===== src/rtl/counter_ctrl_b_if.sv =====
`default_nettype none
// ============================================================================
// Module      : counter_ctrl_b_if
// Description : Handshake bundle between the decoder sequencer and the
//               step-by-2 message-memory address counter controller.
//               Bundles request/flow-control inputs and the counter-drive
//               and status outputs of counter_ctrl_b.
//   start       : single-cycle codeword request
//   ready       : downstream accepts an address advance this cycle
//   stop_early  : syndrome check satisfied
//   enable      : counter enable
//   enable0     : 0 = preload 1022, 1 = advance by 2
//   last_beat   : current advance is the final beat of a pass
//   iter        : 0-based index of the pass in progress
//   busy        : controller is processing a codeword
//   done        : one-cycle end-of-codeword pulse
// Modports    : master (requester side), slave (controller side)
// Revision    : 1.0 - initial release
// ============================================================================
interface counter_ctrl_b_if #(
    parameter int ITER_W = 5
);
    logic              start;
    logic              ready;
    logic              stop_early;
    logic              enable;
    logic              enable0;
    logic              last_beat;
    logic [ITER_W-1:0] iter;
    logic              busy;
    logic              done;

    // Requester: issues work and flow control, observes counter drive.
    modport master (
        output start,
        output ready,
        output stop_early,
        input  enable,
        input  enable0,
        input  last_beat,
        input  iter,
        input  busy,
        input  done
    );

    // Controller: consumes requests, drives the counter.
    modport slave (
        input  start,
        input  ready,
        input  stop_early,
        output enable,
        output enable0,
        output last_beat,
        output iter,
        output busy,
        output done
    );
endinterface
`default_nettype wire


===== src/rtl/counter_ctrl_b.sv =====
`default_nettype none
// ============================================================================
// Module      : counter_ctrl_b
// Description : Sequencing controller for the step-by-2 even-address counter
//               of the GF16 NB-LDPC decoder. A start request primes the
//               counter (preload 1022 so the next +2 wraps to 0), then one
//               advance is issued per accepted beat for NUM_PAIRS beats.
//               The pass repeats once per decoding iteration up to MAX_ITER,
//               ending early after the pass in which the check stage reports
//               a valid codeword. Completion is flagged by a done pulse.
// Ports       : clk   - sole clock, rising edge
//               reset - asynchronous, active-low
//               bus   - counter_ctrl_b_if.slave (start/ready/stop_early in,
//                       enable/enable0/last_beat/iter/busy/done out)
// Parameters  : NUM_PAIRS (1..512), MAX_ITER (1..2**ITER_W), ITER_W
// Revision    : 1.0 - initial release
// ============================================================================
module counter_ctrl_b #(
    parameter int NUM_PAIRS = 48,
    parameter int MAX_ITER  = 10,
    parameter int ITER_W    = 5
) (
    input  wire logic        clk,
    input  wire logic        reset,
    counter_ctrl_b_if.slave  bus
);

    // ------------------------------------------------------------------------
    // Constants
    // ------------------------------------------------------------------------
    localparam int c_BEAT_W = (NUM_PAIRS > 1) ? $clog2(NUM_PAIRS) : 1;

    localparam logic [c_BEAT_W-1:0] c_BEAT_LAST = c_BEAT_W'(NUM_PAIRS - 1);
    localparam logic [c_BEAT_W-1:0] c_BEAT_ZERO = '0;
    localparam logic [c_BEAT_W-1:0] c_BEAT_ONE  = c_BEAT_W'(1);
    localparam logic [ITER_W-1:0]   c_ITER_LAST = ITER_W'(MAX_ITER - 1);
    localparam logic [ITER_W-1:0]   c_ITER_ZERO = '0;
    localparam logic [ITER_W-1:0]   c_ITER_ONE  = ITER_W'(1);

    localparam logic [2:0] c_S_IDLE  = 3'd0;
    localparam logic [2:0] c_S_PRIME = 3'd1;
    localparam logic [2:0] c_S_RUN   = 3'd2;
    localparam logic [2:0] c_S_GAP   = 3'd3;
    localparam logic [2:0] c_S_DONE  = 3'd4;

    // ------------------------------------------------------------------------
    // State and datapath registers
    // ------------------------------------------------------------------------
    logic [2:0]          r_state;
    logic [c_BEAT_W-1:0] r_beat;
    logic [ITER_W-1:0]   r_iter;
    logic                r_stop;

    logic [2:0]          w_state_nxt;
    logic [c_BEAT_W-1:0] w_beat_nxt;
    logic [ITER_W-1:0]   w_iter_nxt;
    logic                w_stop_nxt;

    logic                w_busy;
    logic                w_beat_last;
    logic                w_finish;

    assign w_busy      = (r_state != c_S_IDLE);
    assign w_beat_last = (r_beat == c_BEAT_LAST);
    // A stop seen now or earlier in this codeword, or the final allowed pass,
    // ends the codeword at the inter-pass gap.
    assign w_finish    = r_stop | bus.stop_early | (r_iter == c_ITER_LAST);

    // ------------------------------------------------------------------------
    // Process 1: state register
    // ------------------------------------------------------------------------
    always_ff @(posedge clk or negedge reset) begin
        if (!reset) begin
            r_state <= c_S_IDLE;
            r_beat  <= c_BEAT_ZERO;
            r_iter  <= c_ITER_ZERO;
            r_stop  <= 1'b0;
        end else begin
            r_state <= w_state_nxt;
            r_beat  <= w_beat_nxt;
            r_iter  <= w_iter_nxt;
            r_stop  <= w_stop_nxt;
        end
    end

    // ------------------------------------------------------------------------
    // Process 2: next-state and register-update logic
    // ------------------------------------------------------------------------
    always_comb begin
        w_state_nxt = r_state;
        w_beat_nxt  = r_beat;
        w_iter_nxt  = r_iter;
        // Sticky: a stop request never truncates the pass in progress, it is
        // remembered and acted on at the next gap.
        w_stop_nxt  = r_stop | (w_busy & bus.stop_early);

        case (r_state)
            c_S_IDLE: begin
                if (bus.start) begin
                    w_state_nxt = c_S_PRIME;
                    w_beat_nxt  = c_BEAT_ZERO;
                    w_iter_nxt  = c_ITER_ZERO;
                    w_stop_nxt  = 1'b0;
                end
            end

            // Preload takes exactly one cycle, independent of ready.
            c_S_PRIME: begin
                w_state_nxt = c_S_RUN;
            end

            c_S_RUN: begin
                if (bus.ready) begin
                    if (w_beat_last) begin
                        w_beat_nxt  = c_BEAT_ZERO;
                        w_state_nxt = c_S_GAP;
                    end else begin
                        w_beat_nxt  = r_beat + c_BEAT_ONE;
                    end
                end
            end

            c_S_GAP: begin
                if (w_finish) begin
                    w_state_nxt = c_S_DONE;
                end else begin
                    w_iter_nxt  = r_iter + c_ITER_ONE;
                    w_state_nxt = c_S_PRIME;
                end
            end

            // iter is left untouched so the final pass index stays visible.
            c_S_DONE: begin
                w_state_nxt = c_S_IDLE;
            end

            default: begin
                w_state_nxt = c_S_IDLE;
            end
        endcase
    end

    // ------------------------------------------------------------------------
    // Process 3: output decode (state plus ready)
    // ------------------------------------------------------------------------
    // enable0 idles at 1 so that leaving reset can never look like a preload.
    always_comb begin
        bus.enable    = 1'b0;
        bus.enable0   = 1'b1;
        bus.last_beat = 1'b0;
        bus.done      = 1'b0;
        bus.busy      = 1'b1;

        case (r_state)
            c_S_IDLE: begin
                bus.busy = 1'b0;
            end

            c_S_PRIME: begin
                bus.enable  = 1'b1;
                bus.enable0 = 1'b0;
            end

            c_S_RUN: begin
                bus.enable    = bus.ready;
                bus.last_beat = bus.ready & w_beat_last;
            end

            c_S_GAP: begin
                bus.enable = 1'b0;
            end

            c_S_DONE: begin
                bus.done = 1'b1;
            end

            default: begin
                bus.busy = 1'b0;
            end
        endcase
    end

    assign bus.iter = r_iter;

endmodule
`default_nettype wire


===== src/flat_wrapper.sv =====
// flat-port wrapper written by rule: the top's interface ports become plain ports
module counter_ctrl_b_flat 
#(
    parameter int NUM_PAIRS = 48,
    parameter int MAX_ITER  = 10,
    parameter int ITER_W    = 5
)
  (clk, reset, bus_start, bus_ready, bus_stop_early, bus_enable, bus_enable0, bus_last_beat, bus_iter, bus_busy, bus_done);
  counter_ctrl_b_if #(.ITER_W(ITER_W)) bus_i ();
  input  wire logic clk;
  input  wire logic reset;
  input wire logic [$bits(bus_i.start)-1:0] bus_start;
  input wire logic [$bits(bus_i.ready)-1:0] bus_ready;
  input wire logic [$bits(bus_i.stop_early)-1:0] bus_stop_early;
  output wire logic [$bits(bus_i.enable)-1:0] bus_enable;
  output wire logic [$bits(bus_i.enable0)-1:0] bus_enable0;
  output wire logic [$bits(bus_i.last_beat)-1:0] bus_last_beat;
  output wire logic [$bits(bus_i.iter)-1:0] bus_iter;
  output wire logic [$bits(bus_i.busy)-1:0] bus_busy;
  output wire logic [$bits(bus_i.done)-1:0] bus_done;
  assign bus_i.start = bus_start;
  assign bus_i.ready = bus_ready;
  assign bus_i.stop_early = bus_stop_early;
  assign bus_enable = bus_i.enable;
  assign bus_enable0 = bus_i.enable0;
  assign bus_last_beat = bus_i.last_beat;
  assign bus_iter = bus_i.iter;
  assign bus_busy = bus_i.busy;
  assign bus_done = bus_i.done;
  counter_ctrl_b #(.NUM_PAIRS(NUM_PAIRS), .MAX_ITER(MAX_ITER), .ITER_W(ITER_W)) u_core (.clk(clk), .reset(reset), .bus(bus_i));
endmodule

===== config.mk =====
export PLATFORM = sky130hd
export DESIGN_NAME = counter_ctrl_b_flat
export DESIGN_NICKNAME = d
export VERILOG_FILES = /design/src/rtl/counter_ctrl_b_if.sv /design/src/rtl/counter_ctrl_b.sv /design/src/flat_wrapper.sv
export SDC_FILE = /design/constraint.sdc
export NUM_CORES = 1
export LEC_CHECK = 0
export ABC_AREA = 1
export CORE_UTILIZATION = 59
export CTS_BUF_LIST = sky130_fd_sc_hd__clkbuf_8
export CTS_CLUSTER_SIZE = 24
export DETAILED_ROUTE_END_ITERATION = 6
export PLACE_DENSITY = 0.83
export SETUP_SLACK_MARGIN = 0.2
export SLEW_MARGIN = 20
export SYNTH_ARGS = -nofsm -noshare
export SYNTH_HDL_FRONTEND = slang
export SYNTH_SLANG_ARGS = --single-unit

===== constraint.sdc =====
create_clock -name clk -period 3.3 [get_ports clk]
set_clock_uncertainty 0.05 [all_clocks]
set_input_delay 0.66 -clock clk [delete_from_list [all_inputs] [get_ports clk]]
set_output_delay 0.66 -clock clk [all_outputs]
set_load 0.01 [all_outputs]

# Yosys cells after proc, flatten, opt, wreduce, memory -nomap -nowiden
# Index checks and enable logic that the tools add are counted.
# Widths: inputs -> output; s select.
[totals]
ff_bits = 15
latch_bits = 0
mem_bits_rw = 0
mem_bits_ro = 0
out_inout_bits = 10
elab_cells = 48
n_memories = 0
[classes]
addsub = 2
mul = 0
div = 0
order_cmp = 0
n_eq_ne = 10
shifts = 0
mux = 19
bitwise_logic = 5
n_reduce_logical = 8
[op_table]
columns = ["cell", "count"]
rows = [
  ["$mux 6", 3],
  ["$mux 3", 4],
  ["$pmux 3 s4", 1],
  ["$pmux 6 s2", 1],
  ["$mux 5", 2],
  ["$pmux 5 s2", 1],
  ["$reduce_and 3->1", 3],
  ["$add 6x1->6 const B", 1],
  ["$eq 3x2->1 const B", 2],
  ["$eq 6x6->1 const B", 1],
  ["$mux 1", 6],
  ["$ne 2x2->1 const B", 3],
  ["$add 5x1->5 const B", 1],
  ["$eq 5x4->1 const B", 1],
  ["$reduce_bool 2->1", 2],
  ["$reduce_or 4->1", 1],
  ["$eq 3x1->1 const B", 1],
  ["$eq 3x3->1 const B", 1],
  ["$logic_not 3->1", 1],
  ["$or 1x1->1", 3],
  ["$reduce_bool 3->1", 1],
  ["$and 1x1->1", 2],
  ["$ne 2x1->1 const B", 1],
  ["$pmux 1 s2", 1],
]

# Logic depth before layout (Yosys ltp)
[logic_depth]
ltp_word = 5
ltp_mapped = 8
depth_no_buf = 8

# Least setup slack after synthesis
# No wires, ideal clock.
[synth_timing]
path_kind = "reg2out"
from = "register u_core.r_state[1]"
to = "output bus_busy"
arrival_time_ps = 1093
required_ps = 2590
path_slack_ps = 1497
stages_incl_launch_ff = 5
cell_sequence = "dfrtp_1 inv_2 nand3_1 nand2_1 or3_1"
[synth_via]
elab_chain_len = 3
elab_cells_between_ends = 6
cone_classes = "eq/ne (4); mux (1); reduce/logical (1)"
[synth_lines]
columns = ["item", "line_no", "text"]
rows = [
  ["start: declaration", "counter_ctrl_b.sv:49", "logic [2:0] r_state;"],
  ["start signal: assignment", "counter_ctrl_b.sv:74", "r_state <= c_S_IDLE;"],
  ["start signal: assignment", "counter_ctrl_b.sv:79", "r_state <= w_state_nxt;"],
  ["$eq 3x3->1, or another cell as far along", "counter_ctrl_b.sv:154", "case (r_state)"],
  ["$reduce_or 4->1 (no source line) (*)", "n/a", ""],
  ["$mux 1 (*)", "counter_ctrl_b.sv:154", ""],
  ["end: declaration", "flat_wrapper.sv:19", "output wire logic [$bits(bus_i.busy)-1:0] bus_busy;"],
]
# Every way passes the cells marked *; elsewhere a longest branch is shown, timed or not.

# Worst setup path after layout
[layout_timing]
from = "input bus_ready"
to = "output bus_last_beat"
[layout_via]
elab_chain_len = 2
[layout_lines]
columns = ["item", "line_no", "text"]
rows = [
  ["start: declaration", "flat_wrapper.sv:13", "input wire logic [$bits(bus_i.ready)-1:0] bus_ready;"],
  ["$and 1x1->1", "counter_ctrl_b.sv:166", "bus.last_beat = bus.ready & w_beat_last;"],
  ["$mux 1", "counter_ctrl_b.sv:154", ""],
  ["end: declaration", "flat_wrapper.sv:17", "output wire logic [$bits(bus_i.last_beat)-1:0] bus_last_beat;"],
]
# No other way between the ends.

==> metrics.md <==
| Metric | Value |
|---|---|
| Worst vdd ir | 0.477 mV |
| Unrepaired setup endpoints after global routing | false |
| Post-synth cell types | 25 |
| Multi-input logic area | 532 um2 |
| Filler cells | 116 |
| Compound-gate portion of the synthesized area | 0.0664 |
| Register area | 375 um2 |
| Total grt overflow | 0 |
| Synth Area in Adders | 0.0391 |
| Syn. warnings | 0 |
| Worst-path clk slew | 0.06 ns |
| Sequential area share after synthesis | 0.391 |
| First-pass GRT wire length | 3310 um |
| # setup viols final | 0 |
| Leak | 0.000541 uW |
| ANT nets after route | 0 |
| Post-CTS Setup Inserts | 0 |
| Crit path max fanout | 3 |
| P&R area growth vs syn | 21.5% |
| Vias in the first global route | 801 |
| Die Y | 42.4 um |
| Residual DRC | 0 |
| Result of the run | finished, final reports clean |
| Setup TNS | 0 ns |
| Mapped Cells | 117 |
| Final period utilization | 0.830 |
| DR vias/cell | 5.55 |
| Critical path arrival | 2.03 ns |
| Clk sinks | 15 |
| CTS Hold Bufs | 0 |
| Pwr dens | 734 nW/um2 |
| Clk_lat worst skew | 0.25 ns |
| Final hold viol count | 0 |
| Ratio of cells with drive above 1 in the final layout | 0.185 |
| Synth Area per Inst | 8.21 um2 |
| Die Area | 1790 um2 |
| R2r setup slk | 1.88 ns |
| GP Congestion | 0.828 |
| Post_cts resized | 0 |
| Initial Util | 0.638 |
| Crit. End Element | output port |
| Top-Level Pins | 15 |
| Die W | 42.4 um |
| Antenna Cells | 0 |
| Fin Hold WS | 0.507 ns |
| Initial antenna violation count | 0 |
| Detailed Routing Iterations Pass 1 | 4 |
| Vias | 838 |
| Core ar. | 1510 um2 |
| Largest net degree at the start of global routing | 16 |
| Seq cells post-synth | 15 |
| Number of max-cap violations | 0 |
| Dpl hpwl | 1400 um |
| I/O Buffers | 14 |
| Post-Syn Area | 961 um2 |
| Fmax | 365 MHz |
| Worst slew pin tran | 0.660 ns |
| Fin. max-slew vios | 0 |
| Xor/xnor share of the synthesized area | 0.0273 |
| Worst EP required | 2.59 ns |
| Slew headroom | 0.559 |
| Cell Count Post-Placement | 147 |
| Final WS setup | 0.560 ns |
| Largest family of logic cells by synthesized area | simple AND/OR/NAND/NOR gates |
| Layout Cells excl Fill | 151 |
| CP Class | input port to output port |
| Min Tclk post-route | 2.74 ns |
| Final WL | 1940 um |
| Startpoint types | input port |
| CTS tree | done |
| Nets | 144 |
| DRT iter0 DRCs | 38 |
| WL/cell | 12.8 um |
| H-tree levels | 1 |
| Row count | 14 |
| Worst-case clock buffer depth | 2 |
| Gr usage total | 0.252 |
| Pre-CTS setup slack | 0.561 ns |
| Mux contribution to synthesized area | 0 |
| Root Driver | clkbuf_8 |
| Hold Path Class | flop to flop |
| Syn Nets | 125 |
| Synthesized-area fraction occupied by and/or/nand/nor cells | 0.421 |
| CTS buffer count | 3 |
## final cells by class
cell class / count / area share
repair buffers: 14 / 0.120
clock inverters: 1 / 0.00429
well taps: 16 / 0.0171
flip-flops and latches: 15 / 0.322
inverters: 14 / 0.0461
clock buffers: 3 / 0.0354
multi-input cells: 88 / 0.456
## critical path, stage by stage
cell and delay (ns):
clkdlybuf4s50_1 0.48, nand4_1 0.17, nor2_1 0.17, clkdlybuf4s50_1 0.55
## logic make-up after synthesis
family                   after synthesis
buffers and inverters                 14
AO/OA/AOI/OAI                         10
AND/OR/NAND/NOR                       72
flip-flops                            15
XOR/XNOR                               3
adder cells (fa/ha/maj)                3
## stage by stage
| step | total power [uW] | utilization | cell area, um2 |
|---|---|---|---|
| final | 856 | 0.775 | 1170 |
| after global routing | 913 | 0.775 | 1170 |
| after CTS | 857 | 0.775 | 1170 |
| after detailed placement | 705 | 0.744 | 1120 |
| after global placement | 693 | 0.744 | 1120 |
| after floorplan | 573 | - | 961 |
## power by group
part,internal [uW],leakage (uW),switching [uW]
clock network,83.7,0.0000255,67.3
registers,221,0.000202,54.5
logic,167,0.000314,263
## routing by layer
metal	wire length [um]	share of wire	global-route usage
met4	65	0.034	0.163
met5	0	0	0
met3	79	0.041	0.0431
met1	865	0.45	0.321
met2	929	0.48	0.394
## cells in the mapped netlist, drive strengths merged
cell	count	area, um2
a21oi	2	10.0
xor2	3	26.3
ha	3	37.5
or3	1	6.26
o21ai	7	46.3
dfrtp	15	375
or2	3	18.8
clkinv	1	5.00
nand2	31	141
nor2	13	48.8
nand3	16	115
nand4	4	40.0
nor3	3	26.3
inv	13	48.8
nand3b	1	7.51
o211ai	1	7.51
## final timing paths
path,start,to,depth (start not counted)
max,bus_ready,bus_last_beat,4
min reg2reg,u_core.r_beat[5],u_core.r_beat[5],3
max in group asynchronous,reset,u_core.r_beat[2],1
min,u_core.r_beat[5],u_core.r_beat[5],3
max reg2reg,u_core.r_beat[0],u_core.r_beat[5],8
min in group asynchronous,reset,u_core.r_stop,1
## registers in the layout (all words and copies together) (netlist names)
register         count
u_core.bus.iter      5
u_core.r_beat        6
u_core.r_state       3
u_core.r_stop        1
## layout by cell type (no fill, tap or decap), drive strengths merged
| cell | count |
|---|---|
| nand2 | 31 |
| nand3 | 16 |
| dfrtp | 15 |
| clkdlybuf4s50 | 14 |
| nor2 | 13 |
| inv | 13 |
| o21ai | 7 |
| nand4 | 4 |
| or2 | 3 |
| xor2 | 3 |
| ha | 3 |
| clkbuf | 3 |
| nor3 | 3 |
| clkinv | 2 |
| a21oi | 2 |
| or3 | 1 |
| o211ai | 1 |
| nand3b | 1 |
Note: power is estimated with default switching activity, not from simulation.
